**config.mk**
```make
export PLATFORM = sky130hd
export DESIGN_NAME = sram_port_arbiter
export DESIGN_NICKNAME = d
export VERILOG_FILES = /design/src/rtl/sram_port_arbiter.sv
export SDC_FILE = /design/constraint.sdc
export NUM_CORES = 1
export LEC_CHECK = 0
export BUFFER_PORTS_ARGS = -buffer_cell sky130_fd_sc_hd__buf_2
export CAP_MARGIN = 15
export CELL_PAD_IN_SITES_DETAIL_PLACEMENT = 2
export CELL_PAD_IN_SITES_GLOBAL_PLACEMENT = 2
export CORE_ASPECT_RATIO = 1.5
export CORE_MARGIN = 2
export CORE_UTILIZATION = 23
export CTS_CLUSTER_DIAMETER = 30
export DETAILED_ROUTE_END_ITERATION = 10
export HOLD_SLACK_MARGIN = 0.15
export PLACE_DENSITY = 0.84
export SLEW_MARGIN = 20
export SYNTH_ARGS = -nofsm -noshare
export SYNTH_HDL_FRONTEND = slang
export SYNTH_SLANG_ARGS = --single-unit
```
**constraint.sdc**
```tcl
create_clock -name clk -period 2.8 [get_ports clk]
set_input_delay 0.42 -clock clk [delete_from_list [all_inputs] [get_ports clk]]
set_output_delay 0.42 -clock clk [all_outputs]
set_load 0.02 [all_outputs]
```
**src/rtl/sram_port_arbiter.sv**
```systemverilog
// Two-port round-robin arbiter in front of one SRAM_interface.
// Accepted requests are registered onto the SRAM-side outputs. A tag pipeline
// routes each read's d_out back to its requester READ_LAT cycles after acceptance.
// Build option: define SRAM_ARB_FIXED_PRIO_EN to give port 0 fixed priority on conflicts.
module sram_port_arbiter #(
  parameter int unsigned READ_LAT = 3
) (
  input  logic        clk,
  input  logic        rst_n,
  input  logic        hold,
  input  logic        valid_0,
  input  logic        valid_1,
  input  logic        we_0,
  input  logic        we_1,
  input  logic [8:0]  addr_0,
  input  logic [8:0]  addr_1,
  input  logic [1:0]  addr_2_4_0,
  input  logic [1:0]  addr_2_4_1,
  input  logic [2:0]  addr_3_8_0,
  input  logic [2:0]  addr_3_8_1,
  input  logic [2:0]  conf_0,
  input  logic [2:0]  conf_1,
  input  logic [31:0] wdata_0,
  input  logic [31:0] wdata_1,
  output logic        ready_0,
  output logic        ready_1,
  output logic        rvalid_0,
  output logic        rvalid_1,
  output logic [31:0] rdata_0,
  output logic [31:0] rdata_1,
  output logic        csb,
  output logic        web,
  output logic [8:0]  addr,
  output logic [1:0]  addr_2_4,
  output logic [2:0]  addr_3_8,
  output logic [2:0]  conf,
  output logic [31:0] d_fabric,
  input  logic [31:0] d_out
);

  logic        last_grant_q, last_grant_d;
  logic        csb_q, csb_d;
  logic        web_q, web_d;
  logic [8:0]  addr_q, addr_d;
  logic [1:0]  addr_2_4_q, addr_2_4_d;
  logic [2:0]  addr_3_8_q, addr_3_8_d;
  logic [2:0]  conf_q, conf_d;
  logic [31:0] d_fabric_q, d_fabric_d;
  logic [READ_LAT-1:0] tag_rd_q, tag_rd_d;
  logic [READ_LAT-1:0] tag_port_q, tag_port_d;
  logic        rvalid_0_q, rvalid_0_d;
  logic        rvalid_1_q, rvalid_1_d;
  logic        acc_0, acc_1;
  logic        rd_in, port_in;

  // Grant decision from this cycle's requests; at most one ready is ever high.
  always_comb begin
    ready_0 = 1'b0;
    ready_1 = 1'b0;
    if (!hold) begin
      if (valid_0 && valid_1) begin
`ifdef SRAM_ARB_FIXED_PRIO_EN
        ready_0 = 1'b1;
`else
        // Port that was not granted last time wins the conflict.
        ready_0 = last_grant_q;
        ready_1 = ~last_grant_q;
`endif
      end else begin
        ready_0 = valid_0;
        ready_1 = valid_1;
      end
    end
  end

  assign acc_0   = valid_0 & ready_0;
  assign acc_1   = valid_1 & ready_1;
  assign rd_in   = (acc_0 & ~we_0) | (acc_1 & ~we_1);
  assign port_in = acc_1 & ~we_1;

  // Next-state for the SRAM-side registers, grant history and read tags.
  always_comb begin
    last_grant_d = last_grant_q;
    csb_d        = 1'b1;
    web_d        = 1'b1;
    addr_d       = addr_q;
    addr_2_4_d   = addr_2_4_q;
    addr_3_8_d   = addr_3_8_q;
    conf_d       = conf_q;
    d_fabric_d   = d_fabric_q;
    if (acc_1) begin
      last_grant_d = 1'b1;
      csb_d        = 1'b0;
      web_d        = ~we_1;
      addr_d       = addr_1;
      addr_2_4_d   = addr_2_4_1;
      addr_3_8_d   = addr_3_8_1;
      conf_d       = conf_1;
      d_fabric_d   = wdata_1;
    end else if (acc_0) begin
      last_grant_d = 1'b0;
      csb_d        = 1'b0;
      web_d        = ~we_0;
      addr_d       = addr_0;
      addr_2_4_d   = addr_2_4_0;
      addr_3_8_d   = addr_3_8_0;
      conf_d       = conf_0;
      d_fabric_d   = wdata_0;
    end
    tag_rd_d   = {tag_rd_q[READ_LAT-2:0], rd_in};
    tag_port_d = {tag_port_q[READ_LAT-2:0], port_in};
    // Extra register stage puts rvalid exactly READ_LAT cycles after acceptance.
    rvalid_0_d = tag_rd_q[READ_LAT-1] & ~tag_port_q[READ_LAT-1];
    rvalid_1_d = tag_rd_q[READ_LAT-1] & tag_port_q[READ_LAT-1];
  end

  // State registers; reset drops all in-flight reads.
  always_ff @(posedge clk or negedge rst_n) begin
    if (!rst_n) begin
      last_grant_q <= 1'b1;
      csb_q        <= 1'b1;
      web_q        <= 1'b1;
      addr_q       <= '0;
      addr_2_4_q   <= '0;
      addr_3_8_q   <= '0;
      conf_q       <= '0;
      d_fabric_q   <= '0;
      tag_rd_q     <= '0;
      tag_port_q   <= '0;
      rvalid_0_q   <= 1'b0;
      rvalid_1_q   <= 1'b0;
    end else begin
      last_grant_q <= last_grant_d;
      csb_q        <= csb_d;
      web_q        <= web_d;
      addr_q       <= addr_d;
      addr_2_4_q   <= addr_2_4_d;
      addr_3_8_q   <= addr_3_8_d;
      conf_q       <= conf_d;
      d_fabric_q   <= d_fabric_d;
      tag_rd_q     <= tag_rd_d;
      tag_port_q   <= tag_port_d;
      rvalid_0_q   <= rvalid_0_d;
      rvalid_1_q   <= rvalid_1_d;
    end
  end

  assign csb      = csb_q;
  assign web      = web_q;
  assign addr     = addr_q;
  assign addr_2_4 = addr_2_4_q;
  assign addr_3_8 = addr_3_8_q;
  assign conf     = conf_q;
  assign d_fabric = d_fabric_q;
  assign rvalid_0 = rvalid_0_q;
  assign rvalid_1 = rvalid_1_q;
  assign rdata_0  = rvalid_0_q ? d_out : 32'h0;
  assign rdata_1  = rvalid_1_q ? d_out : 32'h0;

endmodule

```
==> results of run 1 <==
-- cell families after synthesis --
kind of cell,after synthesis,synth area share (%)
AOI/OAI and AO/OA,152,29.31
buffers and inverters,55,9.255
DFF,60,43.32
and+or+nand+nor,119,18.11
-- metal layers --
layer  GRT usage [%]  share of wire (%)
met4           5.663                2.2
met5               0              0.067
met1           19.75                 35
met3           5.352                7.2
met2           39.99                 56
-- through the flow --
step / std cells / power (mW) / setup slack, ns
detailed placement: 799 / 1.856 / 0.7716
CTS: 815 / 3.086 / 0.6441
finish: 815 / 3.036 / 0.6901
global placement: 799 / 1.818 / 0.7780
floorplan: 386 / 1.505 / 1.334
global route: 815 / 3.194 / 0.5972
-- critical path, delay by kind of cell, from the launching register on --
family | cells | cell delay (ns)
flops | 1 | 0.53
simple gates | 1 | 0.32
buf+inv | 2 | 0.27
compound gates | 1 | 0.24
-- synthesized netlist by cell type --
| master | number |
|---|---|
| and2_1 | 65 |
| inv_1 | 2 |
| buf_2 | 8 |
| o21ai_0 | 49 |
| o2bb2a_2 | 1 |
| a31oi_1 | 49 |
| o2111ai_1 | 49 |
| o21ai_1 | 2 |
| clkbuf_4 | 1 |
| nor2_1 | 50 |
| dfrtp_1 | 57 |
| buf_6 | 12 |
| or2_1 | 1 |
| buf_4 | 3 |
| nor2b_1 | 1 |
| o22ai_1 | 1 |
| and2_4 | 1 |
| o21ba_2 | 1 |
| dfstp_2 | 3 |
| inv_2 | 5 |
| nand2b_4 | 1 |
| clkbuf_1 | 24 |
-- sequential cells by signal (all words and copies together), names as in the netlist --
name          count
web               1
rvalid_0          1
last_grant_q      1
conf              3
tag_rd_q          3
tag_port_q        3
rvalid_1          1
addr_3_8          3
csb               1
d_fabric         32
addr              9
addr_2_4          2
-- power breakdown --
group / switching (mW) / total [mW] / leakage [nW] / internal (mW)
combinational: 0.507 / 0.774 / 1.62 / 0.267
clock: 0.409 / 1.21 / 0.159 / 0.799
sequential: 0.0727 / 1.05 / 0.686 / 0.981
-- how the worst max path moves through the flow --
stage,start,endpoint,slack (ns),depth (start not counted)
2_1_floorplan,last_grant_q$_DFFE_PN1P_,ready_0,1.33,4
3_3_place_gp,hold,ready_0,0.78,5
3_5_place_dp,hold,ready_0,0.77,5
4_1_cts,last_grant_q$_DFFE_PN1P_,ready_0,0.64,4
5_1_grt,last_grant_q$_DFFE_PN1P_,ready_0,0.60,4
6_report,last_grant_q$_DFFE_PN1P_,ready_0,0.69,4
-- layout make-up --
type	instances	area, µm²	share of cell area, %
Multi-Input combinational cell	271	1654	32.47
Sequential cell	60	1505	29.55
Timing Repair Buffer	262	1341	26.33
Tap cell	199	249.0	4.888
Clock buffer	11	242.7	4.765
Clock inverter	5	75.07	1.474
Inverter	7	26.28	0.5158
==> metrics.md, run 1 <==
| Metric | Value |
|---|---|
| Resized Gates After CTS | 0 |
| Final Slew Violations | 0 |
| Vias post-DR | 4090 |
| Critical path class | reg -> out |
| Worst Hold Slack | 0.1401 ns |
| Crit share post-route | approximately 75% |
| Setup Fix Bufs, Post-CTS | 0 |
| IO buf count | 255 |
| Die height | 154.5 µm |
| Share of cells above drive strength 1 | around 47% |
| Top post-synthesis cells by area | dfrtp_1, o2111ai_1, and2_1 |
| First-pass GRT wire length | roughly 25000 µm |
| PwrDens | 596.1 mW/mm² |
| Syn Nets | 523 |
| Post-Synthesis Cells | a little under 400 |
| Status | finished clean |
| Max VDD drop | 0.2567 mV |
| Least-Margin Pin Slew | 0.9575 ns |
| Leakage | 2.468 nW |
| Worst-path fanout max | 29 |
| Clk_skew | 0.006723 ns |
| Die Area | 0.01613 mm² |
| R2R Setup Slk | roughly 1.2 ns |
| Final ANT Viol Nets | 0 |
| TritonCTS Buffers | 9 |
| Worst path required time | 2.38 ns |
| Wire per inst | just over 20 µm |
| Reg2Reg Depth | 3 |
| Crit-path cells | and2_4, o21ai_1, inv_1, buf_2 |
| Worst EP arrival | between 1.5 and 2 ns |
| RePlAce Congestion | 0.7644 |
| RSZ-0062 raised after global routing | false |
| Vias in the first global route | 4487 |
| I/O pins | 256 |
| Number of DRC markers in iteration 0 | 154 |
| Die Wd | 104.4 µm |
| Area Growth Syn to Fin | 46.60% |
| Setup Total Neg Slack | 0 ns |
| Fillers | 1781 |
| Post-synth top area share | 41.05% |
| Initial antenna violation count | 1 |
| Reg clk slew, reported paths | about 0.050 ns |
| Number of diodes | 0 |
| DP Area | 0.004776 mm² |
| Critical Path Source Type | register |
| F_max | approximately 470 MHz |
| Slowest CP cell | dfstp_2 |
| Initial core utilization | between 20% and 30% |
| Clock Tree Root | clkbuf_16 |
| Vias per inst | 5.018 |
| Critical R2R Capture | addr[2]$_DFFE_PN0P_ |
| Number of max-cap violations | 0 |
| Max Root-Sink Buffers | 2 |
| Slowest cell delay on critical path | approximately 0.53 ns |
| Syn avg cell area | 9.002 µm² |
| Setup violators final | 0 |
| CORE AREA | between 0.01 and 0.015 mm² |
| Post-route DRC | 0 |
| Detailed Routing Iterations Pass 1 | 4 |
| Core Util, Final | between 30% and 40% |
| Largest net degree at the start of global routing | 101 |
| Period minus WS final | 2.110 ns |
| Hold Fails Final Rpt | 0 |
| Synth Cell Area | 0.003475 mm² |
| GR Overflow Total | 0 |
| Clk_lat worst skew | between 0.3 and 0.4 ns |
| Synth cell types | 22 |
| Hold crit path type | in -> async |
| CTS tree | built |
| Worst Setup End Kind | primary output |
| Clk sinks | 60 |
| Drt total wl | 16470 µm |
| Slew HR | 36.07% |
| # H-tree levels | 3 |
| Row cnt | 55 |
| Hold_buf cts | 0 |
| Synth area leader | dfrtp_1 |
| Fin area | 0.005094 mm² |
| Sequential share of the synthesized area | 43.32% |
| Post-DP HPWL | roughly 12000 µm |
| Synth Warn # | 0 |
| Yosys reg bits | 60 |
| Leading cell types in the layout, fill and taps excluded | buf_2, and2_1, dfrtp_1 |
| Fin nets | 748 |
| Gr usage total | 19.98% |
| Leading cell type in the layout, fill and taps excluded | buf_2 |
| Worst r2r src | last_grant_q$_DFFE_PN1P_ |
No activity file was read; power rests on OpenSTA's default activity.
==> run 2, diff against run 1 <==
CORE_UTILIZATION = 21   (was 23)
PLACE_DENSITY = 0.77   (was 0.84)
clock period = 2.2 ns   (was 2.8 ns; I/O delays follow)
==> run 2 against run 1 <==
Utilization shrank 2.0 points. Final area grew 1.9%. Count of clock-buffer cells in the layout grew 2. Cell count grew 1.7%. Sequential power grew 28%. Wire length shrank 1.4%. Critical path type unchanged. Largest power group unchanged. Non-clock buffer count grew 5. Via count shrank 0.46%. Power grew 29%. Clock skew shrank 0.0012 ns. Register-to-register slack lost 0.63 ns. Critical path depth shrank 2.
==> metrics.md, run 2 (synthesis gave the netlist of run 1 again) <==
| Metric | Value |
|---|---|
| DP Area | 0.004840 mm² |
| # H-tree levels | 3 |
| Post-DP HPWL | 12540 µm |
| Period minus WS final | 1.904 ns |
| Post-route DRC | 0 |
| Slew HR | 35.39% |
| Setup Total Neg Slack | 0 ns |
| Setup Fix Bufs, Post-CTS | 0 |
| Met1 Usage GRT | between 15 and 20% |
| RePlAce Congestion | 0.8071 |
| PwrDens | roughly 750 mW/mm² |
| Switching share of total power | a little under a third |
| Multi-input combinational cell area | 0.001654 mm² |
| Die Wd | 109.0 µm |
| Setup violators final | 0 |
| Die Area | 0.01761 mm² |
| Worst EP arrival | 1.57 ns |
| F_max | 525.2 MHz |
| Drt total wl | 16250 µm |
| Met3 Use GR | ~5.8% |
| Final ANT Viol Nets | 0 |
| Fillers | 1865 |
| Clock Tree Root | clkbuf_16 |
| Hold crit path type | in -> reg |
| Area Growth Syn to Fin | 49.44% |
| Clk sinks | 60 |
| Leakage | 2.504 nW |
| Resized Gates After CTS | 0 |
| TritonCTS Buffers | 9 |
| Vias per inst | 4.911 |
| Detailed Routing Iterations Pass 1 | 4 |
| Hold_buf cts | 1 |
| Net Switching | 1.236 mW |
| Hold Fails Final Rpt | 0 |
| Routing usage on met2 | 33.74% |
| Worst Setup End Kind | primary output |
| Critical path class | reg -> out |
| Max VDD drop | 0.3511 mV |
| Initial core utilization | 21.46% |
| Least-Margin Pin Slew | 0.9678 ns |
| First-pass GRT wire length | 24290 µm |
| Crit share post-route | 86.55% |
| Worst-path fanout max | 33 |
| Clk_skew | 0.005510 ns |
| Number of DRC markers in iteration 0 | roughly 200 |
| Vias post-DR | approximately 4100 |
| Initial antenna violation count | 3 |
| Leading cell types in the layout, fill and taps excluded | buf_2, and2_1, dfrtp_1 |
| Share of cells above drive strength 1 | 47.18% |
| Vias in the first global route | 4390 |
| CORE AREA | 0.01619 mm² |
| IO buf count | 255 |
| Wire per inst | 19.60 µm |
| Reg area | 0.001505 mm² |
| CTS tree | built |
| Max Root-Sink Buffers | 2 |
| Fin nets | 753 |
| Clock Power Share | 40.4% |
| Internal power | 2.684 mW |
| Comb power frac | approximately 25% |
| RSZ-0062 raised after global routing | false |
| I/O pins | 256 |
| Number of max-cap violations | 0 |
| Sequential share of power | 34.2% |
| Status | finished clean |
| Gr usage total | 17.94% |
| Final Non-Filler Cells | roughly 830 |
| Worst path required time | 1.87 ns |
| Clk_lat worst skew | 0.32 ns |
| Fin area | 0.005192 mm² |
| GR Overflow Total | 0 |
| Leading cell type in the layout, fill and taps excluded | buf_2 |
| Largest net degree at the start of global routing | 51 |
| Critical Path Source Type | register |
| Die height | roughly 160 µm |
| Row cnt | 57 |
| Dpl cells | 810 |
| Max reg flops | 32 |
| Final Slew Violations | 0 |
| GRT busiest layer | met2 |
| Reg clk slew, reported paths | 0.05 ns |
## run 2: cell type report
type | instances | share of cell area, %
diodes | 2 | 0.09639
inverters | 7 | 0.5060
clock buffers | 13 | 5.205
well taps | 206 | 4.964
flip-flops and latches | 60 | 28.99
multi-input cells | 271 | 31.86
clock inverters | 3 | 1.301
repair buffers | 267 | 27.08
## run 2: critical path: stages, from the launching register on
cell	delay [ns]
dfrtp_1	0.83
and2_1	0.25
buf_2	0.17
## run 2: worst paths after layout
check	start	end	slack [ns]	cells after the start
worst max-delay path	rvalid_0$_DFF_PN0_	rdata_0[9]	0.30	2
worst min-delay path	we_1	tag_port_q[0]$_DFF_PN0_	0.19	2
worst max register to register	last_grant_q$_DFFE_PN1P_	addr[7]$_DFFE_PN0P_	0.52	3
worst min register to register	tag_port_q[0]$_DFF_PN0_	tag_port_q[1]$_DFF_PN0_	0.35	0
max in group asynchronous	rst_n	csb$_DFF_PN1_	1.04	3
min in group asynchronous	rst_n	addr[5]$_DFFE_PN0P_	0.49	2
## run 2: power by group through the flow
stage	Combinational (mW)	Sequential [mW]	Clock [mW]
3_5_place_dp	1.01	1.36	0
4_1_cts	1.02	1.35	1.65
6_report	0.994	1.34	1.58
2_1_floorplan	0.413	1.50	0
5_1_grt	1.09	1.36	1.69
3_3_place_gp	0.982	1.36	0
## run 2: per-layer routing
| metal | up-vias | wire [µm] |
|---|---|---|
| li1 | 1886 | - |
| met1 | 1971 | 5859 |
| met2 | 193 | 8667 |
| met3 | 19 | 1466 |
| met4 | 2 | 240 |
| met5 | - | 16 |
## run 2: per-stage QoR
step | utilization (%) | setup slack (ns) | power, mW | hold slack (ns)
after floorplan | - | 0.8237 | 1.916 | 0.03441
after global placement | 29.89 | 0.5915 | 2.337 | 0.3069
after detailed placement | 29.89 | 0.5055 | 2.379 | 0.3115
after CTS | 32.04 | 0.2423 | 4.010 | 0.1828
after global routing | 32.04 | 0.1346 | 4.145 | 0.1922
final | 32.07 | 0.2960 | 3.920 | 0.1936
